--- src/rtl/alu_issue_queue_if.sv ---
// Bus bundle for alu_issue_queue: request channel, ALU drive/return,
// result channel and occupancy. The DUT uses the slave view and the
// surrounding logic (or bench) uses the master view.
interface alu_issue_queue_if #(
    parameter int DEPTH  = 4,
    parameter int DATA_W = 4,
    parameter int OP_W   = 3
);
    localparam int CNT_W = $clog2(DEPTH) + 1;

    logic              in_valid;
    logic              in_ready;
    logic [DATA_W-1:0] in_opA;
    logic [DATA_W-1:0] in_opB;
    logic [OP_W-1:0]   in_op;

    logic [DATA_W-1:0] alu_operandA;
    logic [DATA_W-1:0] alu_operandB;
    logic [OP_W-1:0]   alu_op;
    logic [DATA_W-1:0] alu_result;

    logic              out_valid;
    logic              out_ready;
    logic [DATA_W-1:0] out_result;
    logic [OP_W-1:0]   out_op;
    logic              out_undef;

    logic [CNT_W-1:0]  count;

    modport slave (
        input  in_valid, in_opA, in_opB, in_op, alu_result, out_ready,
        output in_ready, alu_operandA, alu_operandB, alu_op,
               out_valid, out_result, out_op, out_undef, count
    );

    modport master (
        output in_valid, in_opA, in_opB, in_op, alu_result, out_ready,
        input  in_ready, alu_operandA, alu_operandB, alu_op,
               out_valid, out_result, out_op, out_undef, count
    );
endinterface

--- src/rtl/alu_issue_queue.sv ---
// Issue/retire wrapper around an external combinational 4-bit ALU.
// Requests are queued in a DEPTH-entry FIFO; the head entry drives the ALU
// from flops, and the ALU result is captured into a one-entry output slot.
module alu_issue_queue #(
    parameter int DEPTH  = 4,
    parameter int DATA_W = 4,
    parameter int OP_W   = 3
) (
    input  logic            clk,
    input  logic            rst,
    alu_issue_queue_if.slave bus
);
    localparam int PTR_W = $clog2(DEPTH);
    localparam int CNT_W = PTR_W + 1;
    localparam int ENT_W = 2 * DATA_W + OP_W;
    localparam logic [OP_W-1:0] OP_IDLE    = '1;
    localparam logic [OP_W-1:0] OP_LAST_OK = OP_W'(4);

    logic [ENT_W-1:0]  mem_q [DEPTH];
    logic [ENT_W-1:0]  mem_d [DEPTH];
    logic [PTR_W-1:0]  wr_ptr_q, wr_ptr_d;
    logic [PTR_W-1:0]  rd_ptr_q, rd_ptr_d;
    logic [CNT_W-1:0]  count_q, count_d;
    logic              out_valid_q, out_valid_d;
    logic [DATA_W-1:0] out_result_q, out_result_d;
    logic [OP_W-1:0]   out_op_q, out_op_d;
    logic              out_undef_q, out_undef_d;

    logic              full, empty, push, pop;
    logic [ENT_W-1:0]  head;
    logic [DATA_W-1:0] head_a, head_b;
    logic [OP_W-1:0]   head_op;

    // Full blocks pushes even when a pop happens the same cycle (no bypass).
    assign full          = (count_q == CNT_W'(DEPTH));
    assign empty         = (count_q == '0);
    assign bus.in_ready  = !rst && !full;
    assign push          = bus.in_valid && bus.in_ready;
    assign pop           = !empty && (!out_valid_q || bus.out_ready);

    assign head    = mem_q[rd_ptr_q];
    assign head_op = head[OP_W-1:0];
    assign head_b  = head[OP_W +: DATA_W];
    assign head_a  = head[OP_W+DATA_W +: DATA_W];

    assign bus.out_valid  = out_valid_q;
    assign bus.out_result = out_result_q;
    assign bus.out_op     = out_op_q;
    assign bus.out_undef  = out_undef_q;
    assign bus.count      = count_q;

    // ALU operands come only from queue storage; an idle op is parked when empty.
    always_comb begin
        bus.alu_operandA = '0;
        bus.alu_operandB = '0;
        bus.alu_op       = OP_IDLE;
        if (!empty) begin
            bus.alu_operandA = head_a;
            bus.alu_operandB = head_b;
            bus.alu_op       = head_op;
        end
    end

    // Next-state for pointers, occupancy, storage and the output slot.
    always_comb begin
        mem_d        = mem_q;
        wr_ptr_d     = wr_ptr_q;
        rd_ptr_d     = rd_ptr_q;
        count_d      = count_q;
        out_valid_d  = out_valid_q;
        out_result_d = out_result_q;
        out_op_d     = out_op_q;
        out_undef_d  = out_undef_q;

        if (push) begin
            mem_d[wr_ptr_q] = {bus.in_opA, bus.in_opB, bus.in_op};
            wr_ptr_d        = wr_ptr_q + 1'b1;
        end

        if (pop) begin
            out_valid_d  = 1'b1;
            out_result_d = bus.alu_result;
            out_op_d     = head_op;
            out_undef_d  = (head_op > OP_LAST_OK);
            rd_ptr_d     = rd_ptr_q + 1'b1;
        end else if (out_valid_q && bus.out_ready) begin
            out_valid_d = 1'b0;
        end

        if (push && !pop) begin
            count_d = count_q + 1'b1;
        end else if (pop && !push) begin
            count_d = count_q - 1'b1;
        end
    end

    // Control and output-slot registers with synchronous reset.
    always_ff @(posedge clk) begin
        if (rst) begin
            wr_ptr_q     <= '0;
            rd_ptr_q     <= '0;
            count_q      <= '0;
            out_valid_q  <= 1'b0;
            out_result_q <= '0;
            out_op_q     <= '0;
            out_undef_q  <= 1'b0;
        end else begin
            wr_ptr_q     <= wr_ptr_d;
            rd_ptr_q     <= rd_ptr_d;
            count_q      <= count_d;
            out_valid_q  <= out_valid_d;
            out_result_q <= out_result_d;
            out_op_q     <= out_op_d;
            out_undef_q  <= out_undef_d;
        end
    end

    // Queue storage is not reset; only the pointers define what is valid.
    always_ff @(posedge clk) begin
        mem_q <= mem_d;
    end
endmodule

--- src/flat_wrapper.sv ---
// flat-port wrapper written by rule: the top's interface ports become plain ports
module alu_issue_queue_flat 
#(
    parameter int DEPTH  = 4,
    parameter int DATA_W = 4,
    parameter int OP_W   = 3
)
  (clk, rst, bus_in_valid, bus_in_opA, bus_in_opB, bus_in_op, bus_alu_result, bus_out_ready, bus_in_ready, bus_alu_operandA, bus_alu_operandB, bus_alu_op, bus_out_valid, bus_out_result, bus_out_op, bus_out_undef, bus_count);
  alu_issue_queue_if #(.DEPTH(DEPTH), .DATA_W(DATA_W), .OP_W(OP_W)) bus_i ();
  input  logic clk;
  input  logic rst;
  input wire logic [$bits(bus_i.in_valid)-1:0] bus_in_valid;
  input wire logic [$bits(bus_i.in_opA)-1:0] bus_in_opA;
  input wire logic [$bits(bus_i.in_opB)-1:0] bus_in_opB;
  input wire logic [$bits(bus_i.in_op)-1:0] bus_in_op;
  input wire logic [$bits(bus_i.alu_result)-1:0] bus_alu_result;
  input wire logic [$bits(bus_i.out_ready)-1:0] bus_out_ready;
  output wire logic [$bits(bus_i.in_ready)-1:0] bus_in_ready;
  output wire logic [$bits(bus_i.alu_operandA)-1:0] bus_alu_operandA;
  output wire logic [$bits(bus_i.alu_operandB)-1:0] bus_alu_operandB;
  output wire logic [$bits(bus_i.alu_op)-1:0] bus_alu_op;
  output wire logic [$bits(bus_i.out_valid)-1:0] bus_out_valid;
  output wire logic [$bits(bus_i.out_result)-1:0] bus_out_result;
  output wire logic [$bits(bus_i.out_op)-1:0] bus_out_op;
  output wire logic [$bits(bus_i.out_undef)-1:0] bus_out_undef;
  output wire logic [$bits(bus_i.count)-1:0] bus_count;
  assign bus_i.in_valid = bus_in_valid;
  assign bus_i.in_opA = bus_in_opA;
  assign bus_i.in_opB = bus_in_opB;
  assign bus_i.in_op = bus_in_op;
  assign bus_i.alu_result = bus_alu_result;
  assign bus_i.out_ready = bus_out_ready;
  assign bus_in_ready = bus_i.in_ready;
  assign bus_alu_operandA = bus_i.alu_operandA;
  assign bus_alu_operandB = bus_i.alu_operandB;
  assign bus_alu_op = bus_i.alu_op;
  assign bus_out_valid = bus_i.out_valid;
  assign bus_out_result = bus_i.out_result;
  assign bus_out_op = bus_i.out_op;
  assign bus_out_undef = bus_i.out_undef;
  assign bus_count = bus_i.count;
  alu_issue_queue #(.DEPTH(DEPTH), .DATA_W(DATA_W), .OP_W(OP_W)) u_core (.clk(clk), .rst(rst), .bus(bus_i));
endmodule
--- config.mk ---
export PLATFORM = sky130hd
export DESIGN_NAME = alu_issue_queue_flat
export DESIGN_NICKNAME = d
export VERILOG_FILES = /design/src/rtl/alu_issue_queue_if.sv /design/src/rtl/alu_issue_queue.sv /design/src/flat_wrapper.sv
export SDC_FILE = /design/constraint.sdc
export NUM_CORES = 1
export LEC_CHECK = 0
export CAP_MARGIN = 5
export CORE_ASPECT_RATIO = 1.25
export CORE_UTILIZATION = 52
export DETAILED_ROUTE_END_ITERATION = 10
export GPL_TIMING_DRIVEN = 0
export HOLD_SLACK_MARGIN = 0.05
export PLACE_DENSITY = 0.8
export SLEW_MARGIN = 20
export SYNTH_ARGS = -nofsm -noshare
export SYNTH_HDL_FRONTEND = slang
export SYNTH_SLANG_ARGS = --single-unit
--- constraint.sdc ---
create_clock -name clk -period 2.7 [get_ports clk]
set_input_delay 0.81 -clock clk [delete_from_list [all_inputs] [get_ports clk]]
set_output_delay 0.81 -clock clk [all_outputs]
set_load 0.02 [all_outputs]
==> impl_results.md <==
- Critical Path Start Type: register
- Syn nets: around 180
- H-tree depth: 3
- Wire per inst: 17.1 um
- Die height: 79.5 um
- Reg area: 1650 um2
- CTS tree: yes
- Max-cap violation count: 0
- Syn_area_per_cell: between 15 and 20 um2
- FILL cells: 319
- Initial antenna violation count: 0
- Vias in the first global route: 1,521
- Root Buffer: clkbuf_8
- Placement Cell Area: 2990 um2
- EDFF count, synth: 44
- Non-Filler Instances: 279
- Critical Path AT: roughly 1.8 ns
- Tmin final: 2.65 ns
- Worst-margin pin slew: around 0.60 ns
- Ports: 43
- R2r worst-path depth: 9
- Initial drt markers: 84
- Area leader, netlist: edfxtp_1
- Placed insts: 258
- Synth top area share: between 50% and 60%
- Routed WL: 4760 um
- Top_reg_cell synth: edfxtp_1
- Status: finished clean
- FP Rows: 27
- Crit. Startpoint: u_core.rd_ptr_q[0]
- Area contributors post-synth: edfxtp_1 53%, dfxtp_1 13%, mux4_1 12%, and2_1 3.0%, a21oi_1 2.6%
- FF-to-FF End: u_core.bus.count[2]
- CTS sink cnt: 60
- CP Capture Type: output pin
- WP data required: around 1.9 ns
- Routed vias: 1,540
- Warnings, synthesis: 0
- Routed vias/inst: 5.52
- CTS Buf Count: 9
- Final slew viol count: 0
- Worst skew pair latency: 0.33 ns
- Register-to-register setup slack: about 0.28 ns
- Max VDD drop: around 0.5 mV
- Post-Synthesis Cells: 158
- Worst r2r src: u_core.bus.count[0]
- Clock transition at the registers of the reported paths: approximately 0.070 ns
- Synthesis-stage register bit count: 60
- Max-slew headroom: around three fifths
- First-pass GRT wire length: between 7000 and 8000 um
- Clock skew: 0.00624 ns
- Crit path capture: bus_alu_operandA[3]
- IO buf count: between 40 and 50
- Pre-antenna DRT Iters: 5
- Largest net degree at the start of global routing: 19
- Multi-input gate area: 785 um2
- Longest Clk Path Bufs: 2
- Synth-to-layout area growth: 27.4%
- Type of the worst setup path: register to output pin
- Post-layout net count: 241
- Remaining Overflow, GRT: 0
- Layout cell share with drive strength beyond 1: a little under a quarter
- Gr usage total: 20.4%
- RePlAce Congestion: 0.752
- Ys async rst share: 0%
- Dpl hpwl: around 3000 um
- Antenna cells: 0
- Fmax: 0.377 GHz
- Drc violations: 0
- Pwr Total: 0.00310 W
- Worst min-delay path category: register to register
- Leakage: 1.14 nW
- Cell Area, Synth: roughly 2500 um2
- Unrepaired setup endpoints after global routing: yes
- PD cells: just under 1000 nW/um2
- Die ar.: ~5000 um2
- CTS Hold Bufs: 0
- Worst-path fanout max: 10
- Crit share post-route: 98.3%
- Initial Util: 55.6%
- Die Width: 64.0 um
- Core ar.: 4490 um2
- Library cells used by synthesis: 29
- Post-synthesis sequential area ratio: 65.7%
- Final Hold Violating Endpoints: 0
- Design Area, Final: 3180 um2
- Setup Viol. Count Final: 0
- Final ANT Viol Nets: 0
- Worst hold margin: 0.478 ns
area by class of cell:
type / count / share of cell area (%)
clock inverter: 5 / 0.904
clock buffer: 11 / 4.13
buffer: 8 / 2.36
multi-input combinational: 84 / 24.7
timing repair buffer: 48 / 13.3
sequential: 60 / 51.7
tap: 58 / 2.28
inverter: 5 / 0.669
Yosys cell counts, types with 2 or more instances:
library cell  number
o31ai_1            2
mux4_1            11
edfxtp_1          44
buf_6              3
buf_2              2
ha_1               5
nor3_2             2
xor2_1             2
a21oi_1           13
clkbuf_1           3
or2_2              3
nand3_1            8
dfxtp_1           16
or4_1              2
or3_1              2
and2_1            12
inv_1              4
nor2_1             4
o21ai_0           10
routing by layer:
| metal | share of wire [%] | wire length (um) | global-route usage (%) | vias to the layer above |
|---|---|---|---|---|
| met5 | 0 | 0 | 0 | - |
| met4 | 0.82 | 39 | 12.0 | 0 |
| met3 | 5.2 | 247 | 4.71 | 5 |
| met2 | 54 | 2570 | 34.3 | 57 |
| met1 | 40 | 1900 | 23.6 | 754 |
| li1 | - | - | - | 724 |
worst min path at each step:
stage                                         from                       end  slack, ns  depth (start not counted)
final                     u_core.bus.out_result[3]  u_core.bus.out_result[3]       0.48                          2
after CTS                 u_core.bus.out_result[3]  u_core.bus.out_result[3]       0.48                          2
after global placement    u_core.bus.out_result[3]  u_core.bus.out_result[3]       0.46                          2
after detailed placement  u_core.bus.out_result[3]  u_core.bus.out_result[3]       0.47                          2
after global routing      u_core.bus.out_result[2]  u_core.bus.out_result[2]       0.51                          2
after floorplan                 u_core.wr_ptr_q[0]        u_core.wr_ptr_q[0]       0.48                          2
cell families after synthesis:
kind of cell,Yosys count,synth area share (%)
xor gates and xnor gates,2,0.702
and+or+nand+nor,37,9.07
adders and majority gates,6,3.31
buffers and inverters,14,3.21
AOI/OAI and AO/OA,26,5.56
DFF,60,65.7
muxes,13,12.4
state kept, by name, summed over array words and instances (netlist names):
signal / count
u_core.bus.count: 3
u_core.bus.out_op: 3
u_core.bus.out_result: 4
u_core.bus.out_undef: 1
u_core.bus.out_valid: 1
u_core.mem_q: 44
u_core.rd_ptr_q: 2
u_core.wr_ptr_q: 2
cells in the final DEF, fill, tap and decap left out, drive strengths merged:
cell type	instances
a21oi	13
and2	12
and2b	1
buf	18
clkbuf	16
clkdlybuf4s15	3
clkdlybuf4s50	30
clkinv	3
clkinvlp	2
dfxtp	16
edfxtp	44
fa	1
ha	5
inv	5
mux2	1
mux2i	1
mux4	11
nand2	1
nand2b	1
nand3	8
nor2	4
nor3	2
nor3b	1
o2111ai	1
o21ai	10
o31ai	2
or2	3
or3	2
or4	2
xor2	2
timing repair:
| item | 4_1_cts | 5_1_grt |
|---|---|---|
| resized for setup | 43 | 15 |
| setup buffers | 2 | 4 |
| endpoints found under the setup margin | 13 | 12 |
| pin swaps | 0 | 1 |
worst max-delay path: stages, from the launching register on:
cell and delay [ns]:
dfxtp_4 0.40, buf_12 0.14, mux4_1 0.54, and2_1 0.18, clkdlybuf4s15_2 0.25
per-stage QoR:
stage	utilization, %	TNS (ns)	setup WS [ns]
final	70.8	0	0.0453
after floorplan	-	0	0.244
after global routing	70.8	-0.0696	-0.0538
after global placement	66.6	-1.38	-0.366
after detailed placement	66.6	-1.67	-0.380
after CTS	70.8	0	0.00404
where the power goes:
part	switching, W	internal [W]	total, W
Clock	0.000333	0.000326	0.000660
Sequential	0.0000953	0.00111	0.00121
Combinational	0.000639	0.000599	0.00124
Total	0.00107	0.00204	0.00310
No activity file was read; power rests on OpenSTA's default activity.
